[config.mk]
export PLATFORM = sky130hd
export DESIGN_NAME = hamming_enc_engine
export DESIGN_NICKNAME = d
export VERILOG_FILES = /design/src/rtl/hamming_pkg.sv /design/src/rtl/hamming_enc.sv /design/src/rtl/hamming_enc_engine.sv
export SDC_FILE = /design/constraint.sdc
export NUM_CORES = 1
export LEC_CHECK = 0
export CAP_MARGIN = 20
export CORE_MARGIN = 5
export CORE_UTILIZATION = 35
export DETAILED_ROUTE_END_ITERATION = 8
export REMOVE_ABC_BUFFERS = 1
export SLEW_MARGIN = 15
export SYNTH_ARGS = -nofsm -noshare
export SYNTH_HDL_FRONTEND = slang
export SYNTH_SLANG_ARGS = --single-unit
[constraint.sdc]
create_clock -name clk -period 2.3 [get_ports clk]
set_input_delay 0.46 -clock clk [delete_from_list [all_inputs] [get_ports clk]]
set_output_delay 0.46 -clock clk [all_outputs]
set_load 0.02 [all_outputs]
[src/rtl/hamming_pkg.sv]
// ---------------------------------------------------------------------------
// hamming_pkg
// Shared definitions for the Hamming(16,11) SECDED encoder engine and the
// matching decoder: engine FSM state encoding, parameter defaults, parity
// bit positions inside the 16-bit codeword and the encode helper function.
// No ports (package).
// ---------------------------------------------------------------------------
package hamming_pkg;

    // Engine sequencing states
    typedef enum logic [2:0] {
        ST_IDLE  = 3'd0,
        ST_RD_LO = 3'd1,
        ST_RD_HI = 3'd2,
        ST_WR_LO = 3'd3,
        ST_WR_HI = 3'd4,
        ST_FIN   = 3'd5
    } state_e;

    // Default engine parameters
    localparam int NUM_MSG_DEFAULT  = 15;
    localparam int SRC_BASE_DEFAULT = 0;
    localparam int DST_BASE_DEFAULT = 30;

    // Parity bit positions inside c[15:0]; data bits fill the remaining slots
    localparam int P0_POS = 0;
    localparam int P1_POS = 1;
    localparam int P2_POS = 2;
    localparam int P4_POS = 4;
    localparam int P8_POS = 8;

    // Encode d[11:1] into the extended Hamming codeword (p0 = overall parity)
    function automatic logic [15:0] hamming_encode(input logic [11:1] d);
        logic p8;
        logic p4;
        logic p2;
        logic p1;
        logic p0;
        p8 = ^d[11:5];
        p4 = (^d[11:8]) ^ (^d[4:2]);
        p2 = d[11] ^ d[10] ^ d[7] ^ d[6] ^ d[4] ^ d[3] ^ d[1];
        p1 = d[11] ^ d[9] ^ d[7] ^ d[5] ^ d[4] ^ d[2] ^ d[1];
        p0 = (^d[11:1]) ^ p8 ^ p4 ^ p2 ^ p1;
        return {d[11:5], p8, d[4:2], p4, d[1], p2, p1, p0};
    endfunction

endpackage

[src/rtl/hamming_enc.sv]
// ---------------------------------------------------------------------------
// hamming_enc
// Purely combinational Hamming(16,11) SECDED encoder.
// Ports:
//   d [11:1]  input   11-bit message, d[1] is the least significant bit
//   c [15:0]  output  codeword {d[11:5],p8,d[4:2],p4,d[1],p2,p1,p0}
// ---------------------------------------------------------------------------
module hamming_enc
    import hamming_pkg::*;
(
    input  logic [11:1] d,
    output logic [15:0] c
);

    // Codeword generation
    always_comb begin
        c = hamming_encode(d);
    end

endmodule

[src/rtl/hamming_enc_engine.sv]
// ---------------------------------------------------------------------------
// hamming_enc_engine
// Reads NUM_MSG 11-bit messages (two bytes each) from a byte-wide data
// memory, encodes each with hamming_enc and writes the 16-bit codewords back
// as two bytes. Four cycles per message, done pulses high after the last
// write and stays high in IDLE until the next accepted start.
// Ports:
//   clk        input   clock, all state updates on posedge
//   reset      input   synchronous active-high reset (priority over start)
//   start      input   run request, sampled only in IDLE
//   done       output  run complete (registered)
//   mem_addr   output  8-bit memory byte address (registered)
//   mem_rdata  input   memory read data, combinational from mem_addr
//   mem_wdata  output  memory write data (registered)
//   mem_we     output  memory write enable (registered)
// ---------------------------------------------------------------------------
module hamming_enc_engine
    import hamming_pkg::*;
#(
    parameter int NUM_MSG  = NUM_MSG_DEFAULT,
    parameter int SRC_BASE = SRC_BASE_DEFAULT,
    parameter int DST_BASE = DST_BASE_DEFAULT
) (
    input  logic       clk,
    input  logic       reset,
    input  logic       start,
    output logic       done,
    output logic [7:0] mem_addr,
    input  logic [7:0] mem_rdata,
    output logic [7:0] mem_wdata,
    output logic       mem_we
);

    localparam logic [7:0] SRC_B    = 8'(SRC_BASE);
    localparam logic [7:0] DST_B    = 8'(DST_BASE);
    localparam logic [6:0] LAST_IDX = 7'(NUM_MSG - 32'sd1);

    // Both regions must fit in the 8-bit address space; index is 7 bits wide
    generate
        if (NUM_MSG < 32'sd1 || NUM_MSG > 32'sd128) begin : g_bad_num_msg
            $error("hamming_enc_engine: NUM_MSG out of range 1..128");
        end
        if ((SRC_BASE + 32'sd2 * NUM_MSG > 32'sd256) ||
            (DST_BASE + 32'sd2 * NUM_MSG > 32'sd256)) begin : g_bad_region
            $error("hamming_enc_engine: message or codeword region exceeds 256 bytes");
        end
    endgenerate

    state_e      state_r;
    state_e      state_nxt_s;
    logic [6:0]  idx_r;
    logic [6:0]  idx_nxt_s;
    logic [6:0]  idx_inc_s;
    logic [7:0]  lo_r;
    logic [7:0]  lo_nxt_s;
    logic [2:0]  hi_r;
    logic [2:0]  hi_nxt_s;
    logic [2:0]  hi_sel_s;
    logic [7:0]  addr_r;
    logic [7:0]  addr_nxt_s;
    logic [7:0]  wdata_r;
    logic [7:0]  wdata_nxt_s;
    logic        we_r;
    logic        we_nxt_s;
    logic        done_r;
    logic        done_nxt_s;
    logic [7:0]  src_lo_s;
    logic [7:0]  dst_lo_s;
    logic [15:0] code_s;

    assign idx_inc_s = idx_r + 7'd1;
    assign src_lo_s  = SRC_B + {idx_r, 1'b0};
    assign dst_lo_s  = DST_B + {idx_r, 1'b0};

    // Encoder data: while in RD_HI the high byte is still on mem_rdata, so
    // the low codeword byte can be loaded into the write-data register as
    // the FSM enters WR_LO.
    always_comb begin
        if (state_r == ST_RD_HI) begin
            hi_sel_s = mem_rdata[2:0];
        end else begin
            hi_sel_s = hi_r;
        end
    end

    hamming_enc u_enc (
        .d ({hi_sel_s, lo_r}),
        .c (code_s)
    );

    // Next-state logic; memory outputs are computed for the state being
    // entered so that the registered outputs line up with the state.
    always_comb begin
        state_nxt_s = state_r;
        idx_nxt_s   = idx_r;
        lo_nxt_s    = lo_r;
        hi_nxt_s    = hi_r;
        addr_nxt_s  = addr_r;
        wdata_nxt_s = wdata_r;
        we_nxt_s    = 1'b0;
        done_nxt_s  = done_r;
        case (state_r)
            ST_IDLE: begin
                if (start) begin
                    state_nxt_s = ST_RD_LO;
                    idx_nxt_s   = 7'd0;
                    done_nxt_s  = 1'b0;
                    addr_nxt_s  = SRC_B;
                end else begin
                    state_nxt_s = ST_IDLE;
                end
            end
            ST_RD_LO: begin
                lo_nxt_s    = mem_rdata;
                state_nxt_s = ST_RD_HI;
                addr_nxt_s  = src_lo_s + 8'd1;
            end
            ST_RD_HI: begin
                hi_nxt_s    = mem_rdata[2:0];
                state_nxt_s = ST_WR_LO;
                addr_nxt_s  = dst_lo_s;
                wdata_nxt_s = code_s[7:0];
                we_nxt_s    = 1'b1;
            end
            ST_WR_LO: begin
                state_nxt_s = ST_WR_HI;
                addr_nxt_s  = dst_lo_s + 8'd1;
                wdata_nxt_s = code_s[15:8];
                we_nxt_s    = 1'b1;
            end
            ST_WR_HI: begin
                if (idx_r == LAST_IDX) begin
                    state_nxt_s = ST_FIN;
                end else begin
                    idx_nxt_s   = idx_inc_s;
                    state_nxt_s = ST_RD_LO;
                    addr_nxt_s  = SRC_B + {idx_inc_s, 1'b0};
                end
            end
            ST_FIN: begin
                done_nxt_s  = 1'b1;
                state_nxt_s = ST_IDLE;
            end
            default: begin
                state_nxt_s = ST_IDLE;
            end
        endcase
    end

    // State and output registers with synchronous reset
    always_ff @(posedge clk) begin
        if (reset) begin
            state_r <= ST_IDLE;
            idx_r   <= 7'd0;
            lo_r    <= 8'd0;
            hi_r    <= 3'd0;
            addr_r  <= 8'd0;
            wdata_r <= 8'd0;
            we_r    <= 1'b0;
            done_r  <= 1'b0;
        end else begin
            state_r <= state_nxt_s;
            idx_r   <= idx_nxt_s;
            lo_r    <= lo_nxt_s;
            hi_r    <= hi_nxt_s;
            addr_r  <= addr_nxt_s;
            wdata_r <= wdata_nxt_s;
            we_r    <= we_nxt_s;
            done_r  <= done_nxt_s;
        end
    end

    assign mem_addr  = addr_r;
    assign mem_wdata = wdata_r;
    assign mem_we    = we_r;
    assign done      = done_r;

endmodule

==> impl.org <==
** Pwr
- Share of total power consumed by net switching :: 33.77%
- Net load switching power :: 0.6298 mW
- Clock Power Share :: 26.8%
- Cell Pwr Density :: 721.1 nW/µm²
- VDD sags by at most 351.2 µV.
- The analysis attributes to cell leakage a power of 0.8656 nW.
- Internal power :: 1.235 mW
- Sequential cells burn a little over two fifths of the power.
- Power share of the combinational group :: 30.4%

** Worst setup path
- The worst setup path is captured at a flip-flop.
- At the worst endpoint, the arrival time is 2.20 ns.
- Kind of start point of the critical path :: flip-flop
- Crit-path max cell delay :: roughly 0.53 ns
- Along the worst path, the maximum fanout reaches 10.
- Worst reg2reg endpoint :: idx_r[4]
- Worst setup slack for register-to-register paths :: 0.28 ns
- By startpoint and endpoint, the worst setup path is classified as flip-flop to flip-flop.
- Length in cells of the worst reg-to-reg path :: 7
- The largest individual stage delay along the critical path comes from the cell a311oi_2.
- Worst-path cell chain :: inv_1, ha_1, nor4b_4, a311oi_2, o21ai_0, nand2_1, a21oi_1
- Cell class contributing the biggest share of worst-path delay :: compound AO/OA/AOI/OAI gates
- The startpoint identified for the worst register-to-register timing path is idx_r[0].
- Data on the critical path is required at its endpoint by 2.48 ns.
- Counting both buffers and inverters, the worst setup path holds a total of 1.

** Clock tree
- Latest clock arrival within the worst-skew pair :: 0.30 ns
- TritonCTS built the clock tree.
- Clock-pin slew reported for the worst setup and hold paths after clock tree synthesis :: 0.08 ns
- Clock tree synthesis inserted a total of 5 buffers.
- In this run the deepest clock path goes through 2 buffers.
- Buffers added to address setup during post-CTS repair amount to 0.
- Total number of H-tree levels :: 2
- PostCTS Resize Cnt :: 0
- Master cell of the clock root buffer :: clkbuf_8
- The tree built by TritonCTS fans out to 39 sinks.
- Cts hold-fix bufs :: 0

** Global route
- Global-route wire length before repair :: 8990 µm
- Global routing used 14.63% of the available tracks across all layers.
- The via count of the first global-routing pass was approximately 2000.
- For this run, global-route usage on met1 was measured as between 10% and 20%.
- The number of antenna violations at the first check in global routing came to 0.
- Total overflow reported by the global router :: 0
- Met2 routing resource usage after global routing :: 25.83%
- Largest net degree at the start of global routing :: 21
- Layer with the highest usage :: met2
- Global Route met3 Usage :: 3.010%

** Logic synthesis
- Count of flip-flops with a built-in enable after synthesis :: 0
- Total number of yosys warnings :: 0
- Yosys attributes the largest share of cell area to dfxtp_1, a21oi_1, xnor2_1.
- Summing the sequential cell areas from Yosys gives between 30% and 40% of the chip area.
- Async set-or-reset flop fraction in the synthesized netlist :: 0%
- Cell area after synthesis :: 2140 µm²
- After synthesis the netlist holds a flip-flop and latch count of 39.
- Most numerous cell in the Yosys netlist :: dfxtp_1
- The biggest area contributor in the post-synthesis netlist is dfxtp_1.
- The synthesized design devotes to its leading area cell type 36.49% of total area.
- Counting distinct cell types in the post-synthesis netlist gives 44.
- A synthesized cell averages 8.013 µm².
- Top FF cell, synth :: dfxtp_1
- Synthesis produced a netlist whose cell count is 267.
- Most used standard cells in the synthesized netlist :: dfxtp_1, nand2_1, a21oi_1

** Timing
- Based on the critical path, the design can be clocked at up to 495.3 MHz.
- Relative slew margins :: 65.49%
- # setup viols final :: 0
- At the pin with the least slew margin, the transition time is ~0.52 ns.
- Final count of pins violating max slew :: 0
- The final critical path takes up 87.78% of the cycle.
- Setup repair after global routing missed its margin :: false
- Final worst path period need :: 2.019 ns
- Final hold viol count :: 0
- Hold_ws :: 0.4537 ns
- Adding up every negative setup slack in the final design gives 0 ns.
- Clock tree skew after final layout :: 0.008333 ns

** Route
- # DRC :: 0
- Total detailed-routing wirelength :: between 5000 and 6000 µm
- In the final routed layout, each cell accounts on average for 14.50 µm.
- After detailed routing, the number of vias per cell comes to 5.428.
- In this run the remaining antenna-violating nets after routing total 0.
- Number of detailed-routing iterations run before antenna repair :: 4
- The detailed router finished its first iteration with 157 violations.
- Via count :: 1992

** Final layout
- Synth-to-Final Area Change :: 20.88%
- Proportion of layout cells with a drive suffix above 1 :: 7.192%
- Final Net Count :: 305
- Post-route core utilization :: about 44%
- The repair_antennas step left the layout with diodes totalling 0.

** Place
- At the end of routability-driven placement, the weighted congestion stood at 0.8729.
- Post-DP HPWL :: 3869 µm
- Buffers added on ports :: 28

** Die
- Die ar. :: 7777 µm²
- Measured along the y axis, the die boundary spans 88.19 µm.
- 29 I/O pins were placed.
- Placement row count :: 28
- The die is 88.19 µm wide.
- Starting density of the core :: 36.14%
- Core ar. :: a little under 6000 µm²

** Min path
- Hold path cells :: 2
- Worst min path class :: flip-flop to flip-flop
- For hold timing, the worst endpoint is mem_addr[2].
- Worst Hold Launch :: mem_addr[2]

** Run
- Number of maximum-capacitance violations :: 0

** Run status
- The flow ran to the end, and the final reports show no timing, DRC or antenna violations.
-- logic make-up (layout without fill, tap and decap cells) --
kind of cell	after synthesis	count (layout)	share of synthesized area [%]
compound gates	83	83	24.80
xor+xnor	22	22	9.006
simple gates	91	91	20.41
buf+inv	23	48	4.737
fa+ha+maj	3	3	1.755
flops	39	39	36.49
mux	6	6	2.807
-- worst register-to-register path, delay by kind of cell (launching register included) --
kind	cells	cell delay, ns
AOI/OAI and AO/OA	3	0.76
DFF	1	0.52
and+or+nand+nor	2	0.25
adders and majority gates	1	0.22
buffers and inverters	1	0.15
-- flip-flops by register name, summed over array words and instances, names as in the netlist --
signal and flops:
mem_addr 8, state_r 3, lo_r 8, mem_wdata 8
mem_we 1, hi_r 3, done 1, idx_r 7
-- worst max path at each step --
stage / startpoint / end / cells past startpoint
global placement: mem_rdata[2] / mem_wdata[2] / 6
finish: idx_r[0] / idx_r[4] / 7
detailed placement: mem_rdata[2] / mem_wdata[1] / 6
global route: idx_r[0] / idx_r[3] / 7
floorplan: state_r[1] / mem_addr[3] / 5
CTS: idx_r[0] / idx_r[4] / 7
-- area by class of cell --
type,count,area (µm²)
repair buffers,36,340.3
fillers,599,3334
clock buffers,6,82.58
inverters,4,15.01
well taps,75,93.84
multi-input cells,205,1257
clock inverters,2,16.27
flip-flops and latches,39,780.7
-- cells in the final DEF, fill, tap and decap left out, drive strengths merged, types with 7 or more instances in the layout --
| cell | instances |
|---|---|
| dfxtp | 39 |
| xnor2 | 17 |
| nor2 | 21 |
| nor3 | 9 |
| nand2 | 38 |
| buf | 8 |
| a211oi | 7 |
| a21oi | 31 |
| clkdlybuf4s50 | 28 |
| o21ai | 19 |
-- layer usage --
metal | up-vias | part of all wire (%)
li1 | 996 | -
met4 | 0 | 1.2
met1 | 940 | 45
met3 | 9 | 4.2
met5 | - | 0
met2 | 47 | 50
-- power by group through the flow --
stage	Sequential, mW	Clock, mW	Combinational (mW)
2_1_floorplan	0.855	0	0.319
3_3_place_gp	0.814	0	0.568
3_5_place_dp	0.815	0	0.570
4_1_cts	0.799	0.514	0.574
5_1_grt	0.809	0.542	0.626
6_report	0.798	0.499	0.568
-- metrics by stage --
stage / worst slack (ns) / power (mW) / instance area (µm²) / instances
after floorplan: 0.2389 / 1.174 / 2053 / 248
after global placement: 0.2852 / 1.382 / 2487 / 359
after detailed placement: 0.2638 / 1.384 / 2487 / 359
after CTS: 0.2854 / 1.886 / 2586 / 367
after global routing: 0.09034 / 1.977 / 2586 / 367
final: 0.2811 / 1.865 / 2586 / 367
(Power assumes the default switching activity.)
